==> src/rtl/alu_seq.sv <==
// Sequential 16-bit ALU: single-cycle logic/add/sub, 16-cycle shift-add multiply
// and (when ALU_SEQ_DIV_EN is defined) 16-cycle restoring divide.
module alu_seq (
    input  logic        CLK,
    input  logic        RST,
    input  logic        START,
    input  logic [2:0]  OP,
    input  logic [15:0] A,
    input  logic [15:0] B,
    output logic [31:0] Y,
    output logic        BUSY,
    output logic        DONE,
    output logic        ZERO,
    output logic        CARRY,
    output logic        OVF,
    output logic        DIVZ
);

    localparam logic [1:0] IDLE = 2'b00;
    localparam logic [1:0] CALC = 2'b01;
    localparam logic [1:0] FIN  = 2'b10;

    localparam logic [2:0] OP_ADD = 3'b000;
    localparam logic [2:0] OP_SUB = 3'b001;
    localparam logic [2:0] OP_AND = 3'b010;
    localparam logic [2:0] OP_OR  = 3'b011;
    localparam logic [2:0] OP_XOR = 3'b100;
    localparam logic [2:0] OP_MUL = 3'b101;
`ifdef ALU_SEQ_DIV_EN
    localparam logic [2:0] OP_DIV = 3'b110;
`endif

    logic [1:0]  r_state;
    logic [1:0]  w_state_nxt;
    logic [4:0]  r_cnt;
    logic [31:0] r_y;
    logic        r_busy;
    logic        r_done;
    logic        r_zero;
    logic        r_carry;
    logic        r_ovf;
    logic        r_divz;

    logic [31:0] r_mul_mc;
    logic [15:0] r_mul_mr;
    logic [31:0] r_mul_acc;
    logic [31:0] w_mul_acc_nxt;

`ifdef ALU_SEQ_DIV_EN
    logic        r_is_div;
    logic [15:0] r_div_b;
    logic [15:0] r_div_rem;
    logic [15:0] r_div_quo;
    logic [16:0] w_div_shift;
    logic [16:0] w_div_diff;
    logic        w_div_ge;
    logic [15:0] w_div_rem_nxt;
    logic [15:0] w_div_quo_nxt;
`endif

    logic        w_accept;
    logic        w_last;
    logic [16:0] w_sum;
    logic [16:0] w_diff;
    logic [31:0] w_sc_y;
    logic        w_sc_carry;
    logic        w_sc_ovf;
    logic        w_sc_divz;
    logic        w_sc_multi;
    logic [31:0] w_calc_y;

    assign w_accept = START && (r_state != CALC);
    assign w_last   = (r_cnt == 5'd15);
    assign w_sum    = {1'b0, A} + {1'b0, B};
    assign w_diff   = {1'b0, A} - {1'b0, B};

    assign w_mul_acc_nxt = r_mul_mr[0] ? (r_mul_acc + r_mul_mc) : r_mul_acc;

`ifdef ALU_SEQ_DIV_EN
    // Restoring step: the partial remainder never exceeds 2*B-1, so bit 16 of the difference is the sign.
    assign w_div_shift   = {r_div_rem, r_div_quo[15]};
    assign w_div_diff    = w_div_shift - {1'b0, r_div_b};
    assign w_div_ge      = ~w_div_diff[16];
    assign w_div_rem_nxt = w_div_ge ? w_div_diff[15:0] : w_div_shift[15:0];
    assign w_div_quo_nxt = {r_div_quo[14:0], w_div_ge};
    assign w_calc_y      = r_is_div ? {w_div_rem_nxt, w_div_quo_nxt} : w_mul_acc_nxt;
`else
    assign w_calc_y      = w_mul_acc_nxt;
`endif

    // Single-cycle result and flags, computed from the operands present at acceptance.
    always_comb begin
        w_sc_y     = 32'h0000_0000;
        w_sc_carry = 1'b0;
        w_sc_ovf   = 1'b0;
        w_sc_divz  = 1'b0;
        w_sc_multi = 1'b0;
        case (OP)
            OP_ADD: begin
                w_sc_y     = {16'h0000, w_sum[15:0]};
                w_sc_carry = w_sum[16];
                w_sc_ovf   = (A[15] == B[15]) && (w_sum[15] != A[15]);
            end
            OP_SUB: begin
                w_sc_y     = {16'h0000, w_diff[15:0]};
                w_sc_carry = w_diff[16];
                w_sc_ovf   = (A[15] != B[15]) && (w_diff[15] != A[15]);
            end
            OP_AND: w_sc_y = {16'h0000, A & B};
            OP_OR:  w_sc_y = {16'h0000, A | B};
            OP_XOR: w_sc_y = {16'h0000, A ^ B};
            OP_MUL: w_sc_multi = 1'b1;
`ifdef ALU_SEQ_DIV_EN
            OP_DIV: begin
                if (B == 16'h0000) begin
                    w_sc_y    = {A, 16'hFFFF};
                    w_sc_divz = 1'b1;
                end else begin
                    w_sc_multi = 1'b1;
                end
            end
`endif
            default: w_sc_y = 32'h0000_0000;
        endcase
    end

    // Control FSM next state; START is honoured from IDLE and FIN only.
    always_comb begin
        w_state_nxt = IDLE;
        case (r_state)
            IDLE, FIN: begin
                if (w_accept) begin
                    w_state_nxt = w_sc_multi ? CALC : FIN;
                end else begin
                    w_state_nxt = IDLE;
                end
            end
            CALC: begin
                if (w_last) begin
                    w_state_nxt = FIN;
                end else begin
                    w_state_nxt = CALC;
                end
            end
            default: w_state_nxt = IDLE;
        endcase
    end

    // State, datapath iteration and registered outputs.
    always_ff @(posedge CLK) begin
        if (RST) begin
            r_state   <= IDLE;
            r_cnt     <= 5'd0;
            r_busy    <= 1'b0;
            r_done    <= 1'b0;
            r_y       <= 32'h0000_0000;
            r_zero    <= 1'b0;
            r_carry   <= 1'b0;
            r_ovf     <= 1'b0;
            r_divz    <= 1'b0;
            r_mul_mc  <= 32'h0000_0000;
            r_mul_mr  <= 16'h0000;
            r_mul_acc <= 32'h0000_0000;
`ifdef ALU_SEQ_DIV_EN
            r_is_div  <= 1'b0;
            r_div_b   <= 16'h0000;
            r_div_rem <= 16'h0000;
            r_div_quo <= 16'h0000;
`endif
        end else begin
            r_state <= w_state_nxt;
            r_busy  <= (w_state_nxt == CALC);
            r_done  <= (w_state_nxt == FIN);
            if (w_accept) begin
                r_cnt     <= 5'd0;
                r_mul_mc  <= {16'h0000, A};
                r_mul_mr  <= B;
                r_mul_acc <= 32'h0000_0000;
`ifdef ALU_SEQ_DIV_EN
                r_is_div  <= (OP == OP_DIV);
                r_div_b   <= B;
                r_div_rem <= 16'h0000;
                r_div_quo <= A;
`endif
                if (!w_sc_multi) begin
                    r_y     <= w_sc_y;
                    r_zero  <= (w_sc_y == 32'h0000_0000);
                    r_carry <= w_sc_carry;
                    r_ovf   <= w_sc_ovf;
                    r_divz  <= w_sc_divz;
                end
            end else if (r_state == CALC) begin
                r_cnt     <= w_last ? r_cnt : (r_cnt + 5'd1);
                r_mul_acc <= w_mul_acc_nxt;
                r_mul_mc  <= {r_mul_mc[30:0], 1'b0};
                r_mul_mr  <= {1'b0, r_mul_mr[15:1]};
`ifdef ALU_SEQ_DIV_EN
                r_div_rem <= w_div_rem_nxt;
                r_div_quo <= w_div_quo_nxt;
`endif
                if (w_last) begin
                    r_y     <= w_calc_y;
                    r_zero  <= (w_calc_y == 32'h0000_0000);
                    r_carry <= 1'b0;
                    r_ovf   <= 1'b0;
                    r_divz  <= 1'b0;
                end
            end
        end
    end

    assign Y     = r_y;
    assign BUSY  = r_busy;
    assign DONE  = r_done;
    assign ZERO  = r_zero;
    assign CARRY = r_carry;
    assign OVF   = r_ovf;
    assign DIVZ  = r_divz;

endmodule
==> config.mk <==
export PLATFORM = sky130hd
export DESIGN_NAME = alu_seq
export DESIGN_NICKNAME = d
export VERILOG_FILES = /design/src/rtl/alu_seq.sv
export SDC_FILE = /design/constraint.sdc
export NUM_CORES = 1
export LEC_CHECK = 0
export ABC_AREA = 1
export BUFFER_PORTS_ARGS = -buffer_cell sky130_fd_sc_hd__buf_2
export CORE_MARGIN = 4
export CORE_UTILIZATION = 62
export DETAILED_ROUTE_END_ITERATION = 16
export GPL_TIMING_DRIVEN = 0
export PLACE_DENSITY = 0.82
export SLEW_MARGIN = 20
export SYNTH_ARGS = -nofsm -noshare
export SYNTH_HDL_FRONTEND = slang
export SYNTH_SLANG_ARGS = --single-unit
==> constraint.sdc <==
create_clock -name CLK -period 2.65 [get_ports CLK]
set_input_delay 0 -clock CLK [delete_from_list [all_inputs] [get_ports CLK]]
set_output_delay 0 -clock CLK [all_outputs]
set_load 0.02 [all_outputs]
==> results.md <==
* Run status: completed
* Clock Skew at 0.01557 ns
* Post-route minimum period at between 2 and 3 ns
* Dpl cell area at about 11000 sq um
* Peak VDD IR at 0.4825 mV
* Critical Path AT at about 3.0 ns
* Top post-synthesis cells by area: dfxtp_1 (24%), nand2_1 (18%), inv_1 (11%)
* Max-Cap Viols at 0
* DRC at 0
* Tightest Pin Transition at 0.7328 ns
* Layout cell share with drive strength beyond 1 at roughly 14%
* GRT Overall Usage at 36.26%
* Clk sinks at approximately 120
* Num CTS Buffers at 17
* Worst-path clk slew at about 0.060 ns
* CP max FO at 4
* Gp weighted congestion at 1.010
* Post-route insts no fill at 2121
* Vias at roughly 12k
* Largest net degree at the start of global routing at 17
* Final hold viol count at 0
* Synthesized area per cell at 5.929 sq um
* Cell taking the most area after synthesis: dfxtp_1
* Met2 wire length at between 15000 and 20000 um
* Final setup margin at roughly 0.067 ns
* Die width at approximately 140 um
* Hold Slack at around 0.026 ns
* Setup WS pre-CTS at -0.02935 ns
* Final instance area at 12280 sq um
* Vias/cell at just under 6
* Post-synth EDFFs at 0
* Slew Limit Headroom at between 50% and 60%
* Ant. Diodes at 0
* Clk_lat worst skew at around 0.43 ns
* FF-to-FF path depth at 18
* Power per cell area at 455.4 nW/um^2
* RSZ-0062 raised after global routing: yes
* CTS tree: yes
* Static leakage at around 0.0064 uW
* CP required at ~3 ns
* Yosys top cell area share at between 20% and 30%
* Met3 routed WL at 4819 um
* Fillers at between 1k and 1.5k
* DR top layer: met4
* CTS Root Cell: clkbuf_16
* I/O pin count at 76
* Main synth FF type: dfxtp_1
* Sequential fraction of the synthesis area at about a quarter
* Longest Clk Path Bufs at 2
* Die Y at 138.3 um
* Flops & latches, synth at about 120
* H-tree level count at 4
* Synth warn at 0
* Rows at between 40 and 50
* Hold path cells at 5
* Net count, final at ~2k
* Final setup fails at 0
* Grt total ovfl at 0
* Met1 wire length at about 15000 um
* Setup crit start kind: register
* Syn Inst Count at ~1.8k
* Syn Std Cell Area at between 10000 and 15000 sq um
* Via count of the first global-routing pass at around 11k
* Post-Route WL at 37210 um
* Slew Limit Fails at 0
* Detailed Place HPWL at about 28000 um
* Yosys cell types at 42
* Upper clock frequency limit at about 390 MHz
* Crit. End Element: register
* First-pass iteration count of the detailed router at 8
* Min-Delay Path Class: input port to register
* Initial antenna violation count at 0
* Layout area overhead at 16.67%
* Setup CP Type: register to register
* Initial core utilization at a little under two thirds
* Placed cell count at ~2.1k
* Antenna Nets Post-Route at 0
* Port Buffer Count at 74
* DR iter-0 viols at ~1.6k
* Synth async-reset ratio at 0%
* Final Cycle Share at 97.46%
* CORE AREA at about 17000 sq um
* Die ar. at 19120 sq um
* Syn Nets at about 1.9k
* DR WL/cell at approximately 18 um
* Final core utilization at 74.04%
* First-pass GRT wire length at 56580 um
-- sequential cells by signal, indices dropped and copies added, names as in the netlist --
register and flops:
r_mul_mc 32, Y 32, r_cnt 5, r_mul_mr 16, CARRY 1, r_state 2
ZERO 1, r_mul_acc 32, OVF 1, BUSY 1, DONE 1
-- metal layers --
metal,global-route usage [%],vias up
li1,-,5837
met1,52.63,5615
met2,53.55,807
met3,7.286,103
met4,12.58,0
met5,0,-
-- area by class of cell --
cell class | count | area [sq um] | share of cell area, %
Tap cell | 220 | 275.3 | 2.242
Buffer | 57 | 242.7 | 1.977
Clock inverter | 14 | 182.7 | 1.488
Sequential cell | 124 | 2491 | 20.29
Timing Repair Buffer | 94 | 553.0 | 4.504
Multi-Input combinational cell | 1260 | 6850 | 55.79
Clock buffer | 18 | 429.2 | 3.495
Inverter | 334 | 1254 | 10.21
-- cells by family after synthesis --
| kind of cell | share of synthesized area, % |
|---|---|
| simple gates | 35.50 |
| flops | 23.59 |
| fa+ha+maj | 10.68 |
| other cells | 0.03563 |
| xor+xnor | 0.3330 |
| buf+inv | 14.22 |
| compound gates | 15.65 |
-- cell usage in the layout, fill, tap and decap left out, types with 11 or more instances in the layout --
master         instances
a21oi_1              127
ha_4                  11
o221ai_1              16
clkbuf_1              36
nor2_2                13
nand2_2               42
nand2_1              489
inv_1                319
buf_2                 88
nand3_1              106
o21ai_0               72
nor3_1                18
o211ai_1              21
nor2_1               150
clkbuf_16             17
o22ai_1               21
dlygate4sd3_1         13
ha_1                  67
nand4_1               20
nand3_2               15
inv_2                 14
dfxtp_1              119
-- repair_timing --
action / CTS / global route
resized for setup: 1 / 72
hold buffers: 13 / 0
cloned: 0 / 0
pin swaps: 0 / 18
buffers inserted: 0 / 7
hold endpoints to repair: 14 / 0
setup endpoints to repair: 1 / 6
-- power breakdown --
| part | leakage [uW] | internal [uW] | switching [uW] | total (uW) |
|---|---|---|---|---|
| registers | 0.00101 | 1920 | 51.6 | 1980 |
| clock network | 0.000299 | 1500 | 967 | 2470 |
| logic | 0.00511 | 356 | 791 | 1150 |
| total | 0.00642 | 3780 | 1810 | 5590 |
-- worst max-delay path, stage by stage, from the launching register on --
cell and delay, ns:
dfxtp_1 0.34, ha_1 0.39, nand2_1 0.10, nand2_1 0.13
a21oi_1 0.24, nand2_1 0.14, inv_1 0.10, nand2_1 0.06
nand2_1 0.07, nand3_2 0.13, nand2_1 0.15, nand2_1 0.07
nor2_1 0.14, nand3_1 0.13, nor2_1 0.12, nand2_1 0.06
nand3_1 0.07, nand2_1 0.05, inv_1 0.04
-- Yosys cell counts, types with 10 or more instances --
library cell,count
dfxtp_1,124
nand2_2,26
o22ai_1,21
buf_2,14
nor3_1,19
nor2_2,10
a21oi_1,129
clkbuf_1,35
o21ai_0,73
ha_1,85
nand3_2,10
nand4_1,20
o211ai_1,21
nor2_1,156
inv_1,319
nand2_1,507
inv_2,14
nand3_1,113
o221ai_1,16
-- per-stage QoR --
step | total power [uW] | setup TNS (ns)
after floorplan | 2715 | 0
after global placement | 3044 | -0.01505
after detailed placement | 3063 | -0.02935
after CTS | 5507 | 0
after global routing | 5778 | -0.04113
final | 5591 | 0
-- worst paths after layout --
check                                  start            to  slack [ns]
worst max-delay path            r_mul_mc[17]          ZERO        0.07
worst min-delay path                   B[11]  r_mul_mr[11]        0.03
worst max register to register  r_mul_mc[17]          ZERO        0.07
worst min register to register         Y[24]         Y[24]        0.46
(Power assumes the default switching activity.)
